<file path="src/rtl/exp_ram_pkg.sv">
// Shared types and constants for the expansion-RAM arbiter.
// Three requesters are served: REU, cartridge/GeoRAM mapper and loader.
package exp_ram_pkg;

  localparam int NUM_REQ = 3;
  localparam int ADDR_W  = 25;

  localparam logic [1:0] PORT_REU  = 2'd0;
  localparam logic [1:0] PORT_CART = 2'd1;
  localparam logic [1:0] PORT_LOAD = 2'd2;

  typedef enum logic [2:0] {
    IDLE,
    ISSUE,
    WAIT,
    WINDOW,
    GAP
  } arb_state_t;

endpackage

</file>
<file path="src/rtl/rr_pick3.sv">
// Combinational round-robin picker for three requesters.
// The search starts at the port after the last grant.
module rr_pick3
  import exp_ram_pkg::*;
(
  input  logic [NUM_REQ-1:0] req,
  input  logic [1:0]         last,
  output logic               any,
  output logic [1:0]         grant
);

  logic [1:0] p0, p1, p2;

  always_comb begin
    case (last)
      PORT_REU: begin
        p0 = PORT_CART;
        p1 = PORT_LOAD;
        p2 = PORT_REU;
      end
      PORT_CART: begin
        p0 = PORT_LOAD;
        p1 = PORT_REU;
        p2 = PORT_CART;
      end
      // last == 2 and the unused encoding both restart at port 0
      default: begin
        p0 = PORT_REU;
        p1 = PORT_CART;
        p2 = PORT_LOAD;
      end
    endcase
    any   = |req;
    grant = p2;
    if (req[p1]) grant = p1;
    if (req[p0]) grant = p0;
  end

endmodule

</file>
<file path="src/rtl/exp_ram_arbiter.sv">
// Round-robin arbiter sharing the SDRAM byte side port between REU, cartridge
// and loader; each access ends with a fixed-length window of stable read data.
module exp_ram_arbiter
  import exp_ram_pkg::*;
#(
  parameter int WIN_LEN = 4,
  parameter int TIMEOUT = 63
) (
  input  logic               clk,
  input  logic               reset_n,
  input  logic [NUM_REQ-1:0] req,
  input  logic [ADDR_W-1:0]  addr0,
  input  logic [ADDR_W-1:0]  addr1,
  input  logic [ADDR_W-1:0]  addr2,
  input  logic [NUM_REQ-1:0] we,
  input  logic [7:0]         dout0,
  input  logic [7:0]         dout1,
  input  logic [7:0]         dout2,
  output logic [NUM_REQ-1:0] cycle,
  output logic [7:0]         din,
  output logic               sd_req,
  output logic [ADDR_W-1:0]  sd_addr,
  output logic               sd_we,
  output logic [7:0]         sd_din,
  input  logic [7:0]         sd_dout,
  input  logic               sd_ack
);

  arb_state_t         state_q, state_d;
  logic [1:0]         last_q, last_d;
  logic [1:0]         gnt_q, gnt_d;
  logic [NUM_REQ-1:0] cycle_q, cycle_d;
  logic [7:0]         din_q, din_d;
  logic               sd_req_q, sd_req_d;
  logic [ADDR_W-1:0]  sd_addr_q, sd_addr_d;
  logic               sd_we_q, sd_we_d;
  logic [7:0]         sd_din_q, sd_din_d;
  logic [5:0]         to_cnt_q, to_cnt_d;
  logic [5:0]         win_cnt_q, win_cnt_d;

  logic               pick_any;
  logic [1:0]         pick_grant;

  rr_pick3 u_pick (
    .req   (req),
    .last  (last_q),
    .any   (pick_any),
    .grant (pick_grant)
  );

  always_comb begin
    state_d   = state_q;
    last_d    = last_q;
    gnt_d     = gnt_q;
    cycle_d   = cycle_q;
    din_d     = din_q;
    sd_req_d  = 1'b0;
    sd_addr_d = sd_addr_q;
    sd_we_d   = sd_we_q;
    sd_din_d  = sd_din_q;
    to_cnt_d  = to_cnt_q;
    win_cnt_d = win_cnt_q;

    case (state_q)
      IDLE: begin
        if (pick_any) begin
          gnt_d   = pick_grant;
          last_d  = pick_grant;
          sd_we_d = we[pick_grant];
          case (pick_grant)
            PORT_CART: begin
              sd_addr_d = addr1;
              sd_din_d  = dout1;
            end
            PORT_LOAD: begin
              sd_addr_d = addr2;
              sd_din_d  = dout2;
            end
            default: begin
              sd_addr_d = addr0;
              sd_din_d  = dout0;
            end
          endcase
          // Registered so the request pulse lines up with the ISSUE clock
          sd_req_d = 1'b1;
          state_d  = ISSUE;
        end
      end

      ISSUE: begin
        to_cnt_d = '0;
        state_d  = WAIT;
      end

      WAIT: begin
        if (sd_ack || (to_cnt_q == 6'(TIMEOUT - 1))) begin
          // An abandoned access reads back as open bus (0xFF)
          if (!sd_ack)       din_d = 8'hFF;
          else if (!sd_we_q) din_d = sd_dout;
          win_cnt_d       = '0;
          cycle_d         = '0;
          cycle_d[gnt_q]  = 1'b1;
          state_d         = WINDOW;
        end else begin
          to_cnt_d = to_cnt_q + 6'd1;
        end
      end

      WINDOW: begin
        if (win_cnt_q == 6'(WIN_LEN - 1)) begin
          cycle_d = '0;
          state_d = GAP;
        end else begin
          win_cnt_d = win_cnt_q + 6'd1;
        end
      end

      GAP: state_d = IDLE;

      default: state_d = IDLE;
    endcase
  end

  always_ff @(posedge clk or negedge reset_n) begin
    if (!reset_n) begin
      state_q   <= IDLE;
      last_q    <= PORT_LOAD;
      gnt_q     <= PORT_REU;
      cycle_q   <= '0;
      din_q     <= 8'hFF;
      sd_req_q  <= 1'b0;
      sd_addr_q <= '0;
      sd_we_q   <= 1'b0;
      sd_din_q  <= '0;
      to_cnt_q  <= '0;
      win_cnt_q <= '0;
    end else begin
      state_q   <= state_d;
      last_q    <= last_d;
      gnt_q     <= gnt_d;
      cycle_q   <= cycle_d;
      din_q     <= din_d;
      sd_req_q  <= sd_req_d;
      sd_addr_q <= sd_addr_d;
      sd_we_q   <= sd_we_d;
      sd_din_q  <= sd_din_d;
      to_cnt_q  <= to_cnt_d;
      win_cnt_q <= win_cnt_d;
    end
  end

  assign cycle   = cycle_q;
  assign din     = din_q;
  assign sd_req  = sd_req_q;
  assign sd_addr = sd_addr_q;
  assign sd_we   = sd_we_q;
  assign sd_din  = sd_din_q;

endmodule
</file>
<file path="config.mk">
export PLATFORM = sky130hd
export DESIGN_NAME = exp_ram_arbiter
export DESIGN_NICKNAME = d
export VERILOG_FILES = /design/src/rtl/exp_ram_pkg.sv /design/src/rtl/rr_pick3.sv /design/src/rtl/exp_ram_arbiter.sv
export SDC_FILE = /design/constraint.sdc
export NUM_CORES = 1
export LEC_CHECK = 0
export BUFFER_PORTS_ARGS = -buffer_cell sky130_fd_sc_hd__buf_2
export CAP_MARGIN = 15
export CELL_PAD_IN_SITES_DETAIL_PLACEMENT = 1
export CELL_PAD_IN_SITES_GLOBAL_PLACEMENT = 1
export CORE_MARGIN = 3
export CORE_UTILIZATION = 36
export CTS_CLUSTER_SIZE = 20
export DETAILED_ROUTE_END_ITERATION = 6
export HOLD_SLACK_MARGIN = 0.05
export MAX_ROUTING_LAYER = met4
export PLACE_DENSITY = 0.95
export SYNTH_ARGS = -nofsm -noshare
export SYNTH_HDL_FRONTEND = slang
export SYNTH_SLANG_ARGS = --single-unit
</file>
<file path="constraint.sdc">
create_clock -name clk -period 2.9 [get_ports clk]
set_clock_uncertainty 0.05 [all_clocks]
set_input_delay 0.58 -clock clk [delete_from_list [all_inputs] [get_ports clk]]
set_output_delay 0.58 -clock clk [all_outputs]
set_load 0.02 [all_outputs]
</file>
==> metrics, run 1 <==
Final ANT Viol Nets=0; Root Buffer=clkbuf_8; Clk pin slew, worst setup/hold paths=0.08 ns; outcome=finished, final reports clean; Die Span X=~100 um; Leakage Power=2.00 nW; fillers=just over 1,000; number of synthesized register bits=64; number of buffers created by CTS=9; hold buffer count at CTS=0; relative slew slack=52.4%; die area=10,300 sq um; Post-synth EDFFs=0; PD cells=998 nW/um^2; main combinational cell family by area after synthesis=compound AO/OA/AOI/OAI gates; design area=4400 sq um; post-CTS setup repair buffer count=0; RD Place Congestion=0.907; core region area=8760 sq um; initial antenna violation count=0; register area share after synthesis=49.3%; XOR/XNOR Fraction of Synth Area=about 1.3%; WHS=0.223 ns; post-synth top area cell=dfrtp_1; Diodes inserted=0; ys flop type=dfrtp_1; DRT Pass-1 Iters=4; layout cells sized above 1=44.8%; Slew Limit Fails=0; unrepaired setup endpoints after global routing=no; setup tns final=0 ns; Layout area overhead=34.5%; Worst Path Max Fanout=20; nature of the critical path endpoint=flop; Hold/Removal Path Class=in -> async; largest stage delay on the critical path=0.67 ns; Yosys top cell area share=42.1%; Crit path arrival time=between 2 and 2.5 ns; Post-Synth Simple-Gate Area=9.88%; Final setup viols=0; H-Tree Depth=3; max frequency=453 MHz; gr ovfl total=0; first-pass GRT wire length=17.0 mm; clk buf depth=2; iteration-0 DRC count of the detailed router=157; CP bufs+invs=2; worst path cell trace=inv_1, o32ai_4, buf_4, or2_2, a21boi_0; largest net degree at the start of global routing=37; Max Cap Viol=0; Crit. path cell count=5; row count=34; synthesized area=3270 sq um; post-DP HPWL=8.54 mm; clock sinks=64; clock insertion delay at the later pin of the skew report=0.34 ns; die height=101 um; Wirelength per Cell=19.6 um; Peak VDD IR=433 uV; Post-CTS Resized=0; Reg2Reg Depth=5; r2r setup slk=0.69 ns; Synth Area in Compound Gates=32.2%; mux cell area share after synthesis=1.26%; Synth async-reset ratio=100%; drt total wl=roughly 11 mm; Area contributors post-synth=dfrtp_1 42%, a32oi_1 18%, dfstp_2 7.2%; TritonCTS clock tree=done; RR Endpoint=last_q[1]; Tot Pwr=0.00439 W; Boundary Pins=about 160; Tcrit/Tclk final=between 70% and 80%; vias in the first global route=3,360; Mapped Cells=304; Setup CP Type=reg -> reg; Avg Cell Area, Syn=10.8 sq um; dpl cells=554; Synth Net Count=423; Final Hold Fails=0; Setup crit start kind=flop; Final nets=576; Synth Area in Adders=under 10%; Worst path top cell family by delay=compound AO/OA/AOI/OAI gates; Post-route DRC=0; routed vias=3,328; synth unique cells=44; crit path time final=2.21 ns; fin cells=570; Area after DPL=4200 sq um; overall routing resource usage=21.9%; vias per inst=a little under 6; Worst R2R Start=last_q[1]; Slew @ Worst Pin=0.710 ns; Initial Utilization=37.3%; Synthesis Warnings=0; CP max stage cell=o32ai_4; port bufs=161; Crit path required time=between 3 and 4 ns
-- cells in the mapped netlist, types with 3 or more instances --
cell and n:
o21ai_0 26, nor2_1 10, mux2i_1 3, ha_1 3, or2_2 3, dfstp_2 9
buf_2 15, a21oi_1 5, nor3_1 5, nand2_1 12, a32o_1 3, nand4b_1 4
clkbuf_1 14, nand2b_1 3, o21ai_1 13, xnor2_1 5, inv_1 8, or3_1 4
a32oi_1 66, dfrtp_1 55, o22a_1 8
-- power breakdown --
group          internal (W)  switching, W
combinational      0.000765       0.00127
clock              0.000420      0.000366
sequential          0.00129      0.000276
-- area by class of cell --
class / instances / area (sq um) / share of cell area (%)
Clock buffer: 11 / 141 / 3.22
Clock inverter: 5 / 56.3 / 1.28
Inverter: 8 / 30.0 / 0.683
Multi-Input combinational cell: 203 / 1520 / 34.5
Sequential cell: 64 / 1610 / 36.7
Tap cell: 108 / 135 / 3.07
Timing Repair Buffer: 171 / 906 / 20.6
-- cells by family after synthesis --
group,after synthesis
AOI/OAI and AO/OA,134
xor gates and xnor gates,5
adders and majority gates,3
buffers and inverters,37
DFF,64
muxes,4
and+or+nand+nor,57
-- registers in the layout, indices dropped and copies added, names as in the netlist --
register   cells
last_q         2
sd_we          1
win_cnt_q      6
gnt_q          1
sd_din         8
to_cnt_q       6
cycle          3
din            8
sd_addr       25
sd_req         1
state_q        3
-- cells in the final DEF, fill, tap and decap left out, types with 4 or more instances in the layout --
cell and n:
nor2_1 10, o21ai_0 26, buf_2 161, xnor2_1 5, or3_1 4, a21oi_1 5, o21ai_1 12, dfstp_2 9
clkbuf_8 10, nand4b_1 4, buf_4 8, dfrtp_1 55, a32oi_1 66, o22a_1 8, nand2_1 11, nor3_1 5
inv_1 8
-- how the worst max path moves through the flow --
stage               from    endpoint  slack [ns]
6_report       last_q[1]   last_q[1]        0.69
5_1_grt        last_q[1]   last_q[1]        0.55
4_1_cts        last_q[1]   last_q[1]        0.69
3_5_place_dp      req[1]    gnt_q[1]        0.54
3_3_place_gp      req[1]    gnt_q[1]        0.63
2_1_floorplan     req[1]  sd_addr[6]        1.09
-- routing by layer --
layer / track usage (%) / up-vias / share of wire (%)
met5: - / - / 0
met4: 6.85 / 0 / 1.1
met3: 4.27 / 13 / 5.4
met2: 38.2 / 138 / 53
met1: 25.3 / 1638 / 41
li1: - / 1539 / -
-- worst register-to-register path: cells and delay by family (launching register included) --
family	cells	cell delay [ns]
AOI/OAI and AO/OA	2	0.85
DFF	1	0.58
buffers and inverters	2	0.48
and+or+nand+nor	1	0.17
-- per-stage QoR --
| step | worst slack [ns] | utilization (%) |
|---|---|---|
| final | 0.691 | 50.2 |
| after global routing | 0.550 | 50.2 |
| after detailed placement | 0.543 | 47.9 |
| after floorplan | 1.09 | - |
| after global placement | 0.628 | 47.9 |
| after CTS | 0.692 | 50.2 |
Note: power is estimated with default switching activity, not from simulation.
==> inputs of run 2 (changes only) <==
Settings changed: CORE_UTILIZATION 36 to 31, PLACE_DENSITY 0.95 to 0.89.
Clock period 2.9 ns to 2 ns, I/O delays scaled along.
==> run 2 against run 1 <==
  * Via count rose by 0.21%
  * Register-to-register slack worse by 0.55 ns
  * Global-route usage fell by 2.6 points
  * Final cell count up 4.9%
  * Fmax up 19%
  * Critical path depth decreased by 1
  * Non-clock buffer count grew 3
  * Hold slack better by 0.024 ns
  * Largest power group unchanged
==> metrics, run 2 (synthesis results as in run 1) <==
Slew Limit Fails=0 (unchanged); max frequency=538 MHz (+19%); Net Switching=0.00274 W (+44%); Wirelength per Cell=18.6 um (-5.1%); clock power share=17.0% (-0.9 points); DRT Pass-1 Iters=4 (unchanged); gr ovfl total=0 (unchanged); Hold/Removal Path Class=in -> reg; unrepaired setup endpoints after global routing=no; outcome=finished, final reports clean; TritonCTS clock tree=done; Max Cap Viol=0 (unchanged); post-DP HPWL=8.24 mm (-3.5%); Root Buffer=clkbuf_8; clk buf depth=2 (unchanged); layout cells sized above 1=45.4% (+0.57 points); fin worst setup slack=0.140 ns (-0.551 ns); Comb power frac=47.4% (+1.1 points); Post-route DRC=0 (unchanged); crit path time final=1.86 ns (-0.349 ns); first-pass GRT wire length=17.2 mm (+1.5%); Setup crit start kind=flop; routed vias=3,335 (+0.21%); Setup CP Type=reg -> reg; nature of the critical path endpoint=flop; clock sinks=64 (unchanged); Net Sw Frac=43.2% (-0.36 points); PD cells=1420 nW/um^2 (+42%); overall routing resource usage=19.2% (-2.6 points); relative slew slack=68.6% (+16 points); number of buffers created by CTS=9 (unchanged); H-Tree Depth=3 (unchanged); initial antenna violation count=0 (unchanged); RD Place Congestion=0.849 (-6.4%); Clk pin slew, worst setup/hold paths=0.07 ns (about the same); commonest non-fill, non-tap cells in the layout=161 x buf_2, 66 x a32oi_1, 55 x dfrtp_1; Leakage Power=2.03 nW (+1.2%); Final ANT Viol Nets=0 (unchanged); Worst Path Max Fanout=11 (-45%); dpl ws=0.131 ns (-0.412 ns); die area=11,800 sq um (+15%); Slew @ Worst Pin=0.467 ns (-0.242 ns); port bufs=161 (unchanged); Boundary Pins=162 (unchanged); row count=36 (+5.9%); vias in the first global route=3,441 (+2.4%); clock insertion delay at the later pin of the skew report=0.34 ns (about the same); commonest non-fill, non-tap cell in the layout=buf_2; Largest register FFs=25 (unchanged); dpl cells=581 (+4.9%); setup tns final=0 ns (unchanged); Cell Int Power=0.00361 W (+46%); Final Hold Fails=0 (unchanged); Diodes inserted=0 (unchanged); Die Span X=109 um (+7.3%); Final setup viols=0 (unchanged); vias per inst=5.58 (-4.5%); sequential share of power=35.6% (-0.2 points); fillers=1,177 (+15%); Peak VDD IR=482 uV (+11%); fin cells=598 (+4.9%); Crit path required time=2.17 ns (-0.94 ns); drt total wl=11.1 mm (-0.40%); iteration-0 DRC count of the detailed router=200 (+27%); Final nets=579 (+0.52%); Initial Utilization=32.7% (-4.6 points); core region area=10000 sq um (+14%); Tcrit/Tclk final=93.0% (+17 points); die height=109 um (+7.3%); post-CTS setup repair buffer count=0 (unchanged); largest net degree at the start of global routing=65 (+76%); Crit path arrival time=2.03 ns (-0.39 ns); Layout area overhead=37.3%
[run 2: cell types whose count changed in the layout (fill, tap and decap cells not counted), sizes merged]
cell | before | now
buf | 171 | 173
clkbuf | 11 | 10
clkinvlp | 1 | 2
dlygate4sd3 | 0 | 1
[run 2: final timing paths]
kind                        startpoint            to  slack, ns  depth (start not counted)
max                         state_q[1]   to_cnt_q[3]       0.14                          4
min                         sd_dout[2]        din[2]       0.25                          2
max reg2reg                 state_q[1]   to_cnt_q[3]       0.14                          4
min reg2reg                sd_addr[23]   sd_addr[23]       0.44                          2
max in group asynchronous      reset_n        din[2]       1.01                          3
min in group asynchronous      reset_n  win_cnt_q[3]       0.57                          3
[run 2: power groups by stage]
stage	logic (W)	clock network, W	registers, W
3_3_place_gp	0.00292	0	0.00225
3_5_place_dp	0.00305	0	0.00227
6_report	0.00301	0.00108	0.00227
4_1_cts	0.00305	0.00112	0.00227
2_1_floorplan	0.00146	0	0.00269
5_1_grt	0.00331	0.00116	0.00235
[run 2: layout make-up]
| cell class | count | area, sq um | area share (%) |
|---|---|---|---|
| inverters | 8 | 30.0 | 0.669 |
| flip-flops and latches | 64 | 1610 | 35.9 |
| clock inverters | 6 | 60.1 | 1.34 |
| repair buffers | 174 | 968 | 21.6 |
| well taps | 133 | 166 | 3.71 |
| clock buffers | 10 | 128 | 2.84 |
| multi-input cells | 203 | 1520 | 33.9 |
[run 2: routing by layer]
metal | track usage [%] | vias to the layer above | wire length, um
met5 | - | - | 0
met4 | 7.75 | 0 | 246
met3 | 3.85 | 26 | 666
met2 | 33.1 | 139 | 5710
met1 | 22.0 | 1630 | 4500
li1 | - | 1540 | -
[run 2: critical path, cell delays in order (launching register included)]
cell,delay [ns]
dfrtp_1,0.52
or3b_4,0.49
a211oi_1,0.43
xnor2_1,0.19
nor2_1,0.07
[run 2: repair_timing]
item / CTS / global route
hold endpoints to repair: 55 / 0
endpoints found under the setup margin: 0 / 10
resized for setup: 0 / 2
hold buffers: 1 / 0
[run 2: metrics by stage]
step	hold WS (ns)	power, W	cell area [sq um]	util [%]
2_1_floorplan	0.0544	0.00415	3270	-
5_1_grt	0.239	0.00682	4490	44.9
3_5_place_dp	0.398	0.00532	4280	42.8
4_1_cts	0.228	0.00643	4480	44.8
6_report	0.246	0.00635	4490	44.9
3_3_place_gp	0.391	0.00516	4280	42.8
==> inputs of run 3 (changes only) <==
Settings changed: REMOVE_ABC_BUFFERS from default to 1.
==> run 3 against run 2 <==
  * Power is 6.3% higher
  * Final area increased by 2.1%
  * Core utilization is 0.95 points higher
  * Routed wire length increased by 1.3%
  * First-iteration DRC count is 10% lower
  * Combinational power rose by 2%
  * Sequential power barely moved
  * Hold slack lost 0.0035 ns
  * Clock power up 31%
  * Flip-flop and latch count unchanged
  * Final cell count rose by 0.33%
  * Critical path depth unchanged
  * Largest cell class unchanged
==> metrics, run 3 (synthesis results as in run 1) <==
crit path time final=1.86 ns (-0.00493 ns); r2r setup slk=0.14 ns (about the same); post-CTS setup repair buffer count=0 (unchanged); Comb power frac=45.4% (-2.0 points); Final setup viols=0 (unchanged); sequential share of power=33.7% (-1.9 points); commonest non-fill, non-tap cells in the layout=161 x buf_2, 66 x a32oi_1, 55 x dfrtp_1; design area=4580 sq um (+2.1%); H-Tree Depth=3 (unchanged); gr ovfl total=0 (unchanged); sequential cell area=1610 sq um (unchanged); vias per inst=5.56 (-0.39%); Worst R2R Start=state_q[0]; Leakage Power=2.07 nW (+2.3%); unrepaired setup endpoints after global routing=no; Hold Startpoint=sd_dout[7]; clk buf depth=2 (unchanged); iteration-0 DRC count of the detailed router=180 (-10%); nature of the critical path endpoint=flop; Peak VDD IR=484 uV (+0.51%); outcome=finished, final reports clean; hold endpoint=din[7]; PD cells=1470 nW/um^2 (+4.1%); Crit path required time=2.18 ns (about the same); TritonCTS clock tree=done; Setup crit start kind=flop; Wirelength per Cell=18.8 um (+0.99%); routed vias=3,333 (-0.060%); Area after DPL=4310 sq um (+0.64%); Tot Pwr=0.00675 W (+6.3%); clock insertion delay at the later pin of the skew report=0.34 ns (about the same); multi-input gate area in the final layout=1520 sq um (about the same); row count=36 (unchanged); clock sinks=64 (unchanged); Worst Path Max Fanout=11 (unchanged); dpl ws=0.116 ns (-0.0150 ns); RD Place Congestion=0.810 (-4.6%); Net Switching=0.00278 W (+1.3%); largest net degree at the start of global routing=65 (unchanged); clock power share=20.8% (+3.8 points); Crit path arrival time=2.04 ns (about the same); core region area=10000 sq um (unchanged); Final Hold Fails=0 (unchanged); worst hold path depth=2 (unchanged); Initial Utilization=32.7% (unchanged); max frequency=539 MHz (+0.27%); RR Endpoint=to_cnt_q[4]; Final ANT Viol Nets=0 (unchanged); port bufs=161 (unchanged); DRT Pass-1 Iters=4 (unchanged); Die Span X=109 um (unchanged); Final nets=581 (+0.35%); CP max stage cell=dfrtp_1; overall routing resource usage=19.5% (+0.29 points); Reg2Reg Depth=4 (unchanged); Net Sw Frac=41.1% (-2.0 points); fin worst setup slack=0.145 ns (+0.00493 ns); Post-route DRC=0 (unchanged); initial antenna violation count=0 (unchanged); relative slew slack=62.0% (-6.5 points); Cell Int Power=0.00398 W (+10%); largest stage delay on the critical path=0.51 ns (about the same); Max Cap Viol=0 (unchanged); Setup CP Type=reg -> reg; drt total wl=11.3 mm (+1.3%); worst path cell trace=or3b_4, a2111oi_4, a31o_2, a21oi_1; Largest register FFs=25 (unchanged); Slew @ Worst Pin=0.565 ns (+0.0972 ns); Tcrit/Tclk final=92.8% (-0.25 points); die height=109 um (unchanged); layout cells sized above 1=45.8% (+0.45 points); first-pass GRT wire length=17.5 mm (+1.3%); Clk pin slew, worst setup/hold paths=0.07 ns (about the same); vias in the first global route=3,543 (+3.0%); Boundary Pins=162 (unchanged); Layout area overhead=40.2%; post-DP HPWL=8.30 mm (+0.73%); Diodes inserted=0 (unchanged); Hold/Removal Path Class=in -> reg; number of buffers created by CTS=9 (unchanged); commonest non-fill, non-tap cell in the layout=buf_2; Slew Limit Fails=0 (unchanged); Root Buffer=clkbuf_8; die area=11,800 sq um (unchanged); fillers=1,176 (-0.085%)
==> run 3: changes by cell type in the layout (fill, tap and decap cells not counted) <==
| cell | before | now |
|---|---|---|
| buf_12 | 5 | 6 |
| a211oi_1 | 1 | 2 |
| clkinvlp_4 | 2 | 1 |
| buf_4 | 7 | 8 |
| clkbuf_1 | 1 | 0 |
| a2111oi_2 | 0 | 1 |
| clkinv_2 | 3 | 1 |
| a2111oi_0 | 1 | 0 |
| clkbuf_8 | 9 | 11 |
| a211oi_2 | 1 | 0 |
| bufinv_16 | 1 | 3 |
==> run 3: metal layers <==
metal | GRT usage (%) | up-vias | part of all wire, %
li1 | - | 1545 | -
met4 | 7.75 | 0 | 2.1
met5 | - | - | 0
met3 | 4.38 | 19 | 5.6
met2 | 34.3 | 126 | 53
met1 | 21.5 | 1643 | 40
==> run 3: how the worst max path moves through the flow <==
| stage | start | endpoint | slack [ns] | depth (start not counted) |
|---|---|---|---|---|
| floorplan | req[0] | sd_we | -0.42 | 5 |
| global placement | to_cnt_q[0] | to_cnt_q[4] | 0.19 | 6 |
| detailed placement | to_cnt_q[0] | state_q[0] | 0.12 | 6 |
| CTS | to_cnt_q[0] | state_q[0] | 0.03 | 6 |
| global route | state_q[0] | to_cnt_q[4] | 0.04 | 4 |
| finish | state_q[0] | to_cnt_q[4] | 0.14 | 4 |
==> run 3: power groups by stage <==
stage / logic (W) / registers (W) / clock network [W]
after detailed placement: 0.00309 / 0.00228 / 0
after floorplan: 0.00132 / 0.00273 / 0
after global routing: 0.00334 / 0.00236 / 0.00149
after CTS: 0.00309 / 0.00228 / 0.00145
final: 0.00307 / 0.00228 / 0.00141
after global placement: 0.00295 / 0.00226 / 0
==> run 3: per-stage QoR <==
step	utilization (%)	cells	hold slack (ns)	TNS [ns]
after floorplan	-	275	0.0544	-9.34
after global placement	43.1	583	0.392	0
after detailed placement	43.1	583	0.395	0
after CTS	45.7	600	0.222	0
after global routing	45.8	600	0.235	0
final	45.8	600	0.243	0
==> run 3: cell type report <==
class                           instances  area share (%)
Inverter                                8           0.655
Clock inverter                          5            2.24
Timing Repair Buffer                  176            21.7
Tap cell                              133            3.63
Clock buffer                           11            3.30
Sequential cell                        64            35.2
Multi-Input combinational cell        203            33.2
==> run 3: what timing repair did <==
item | CTS | global route
hold buffers | 1 | 0
endpoints found under the hold margin | 55 | 0
resized for setup | 0 | 3
setup endpoints to repair | 0 | 10
==> run 3: worst max-delay path: cells and delay by family, from the launching register on <==
| family | cells | cell delay [ns] |
|---|---|---|
| AO/OA/AOI/OAI | 3 | 0.68 |
| flip-flops | 1 | 0.51 |
| AND/OR/NAND/NOR | 1 | 0.51 |
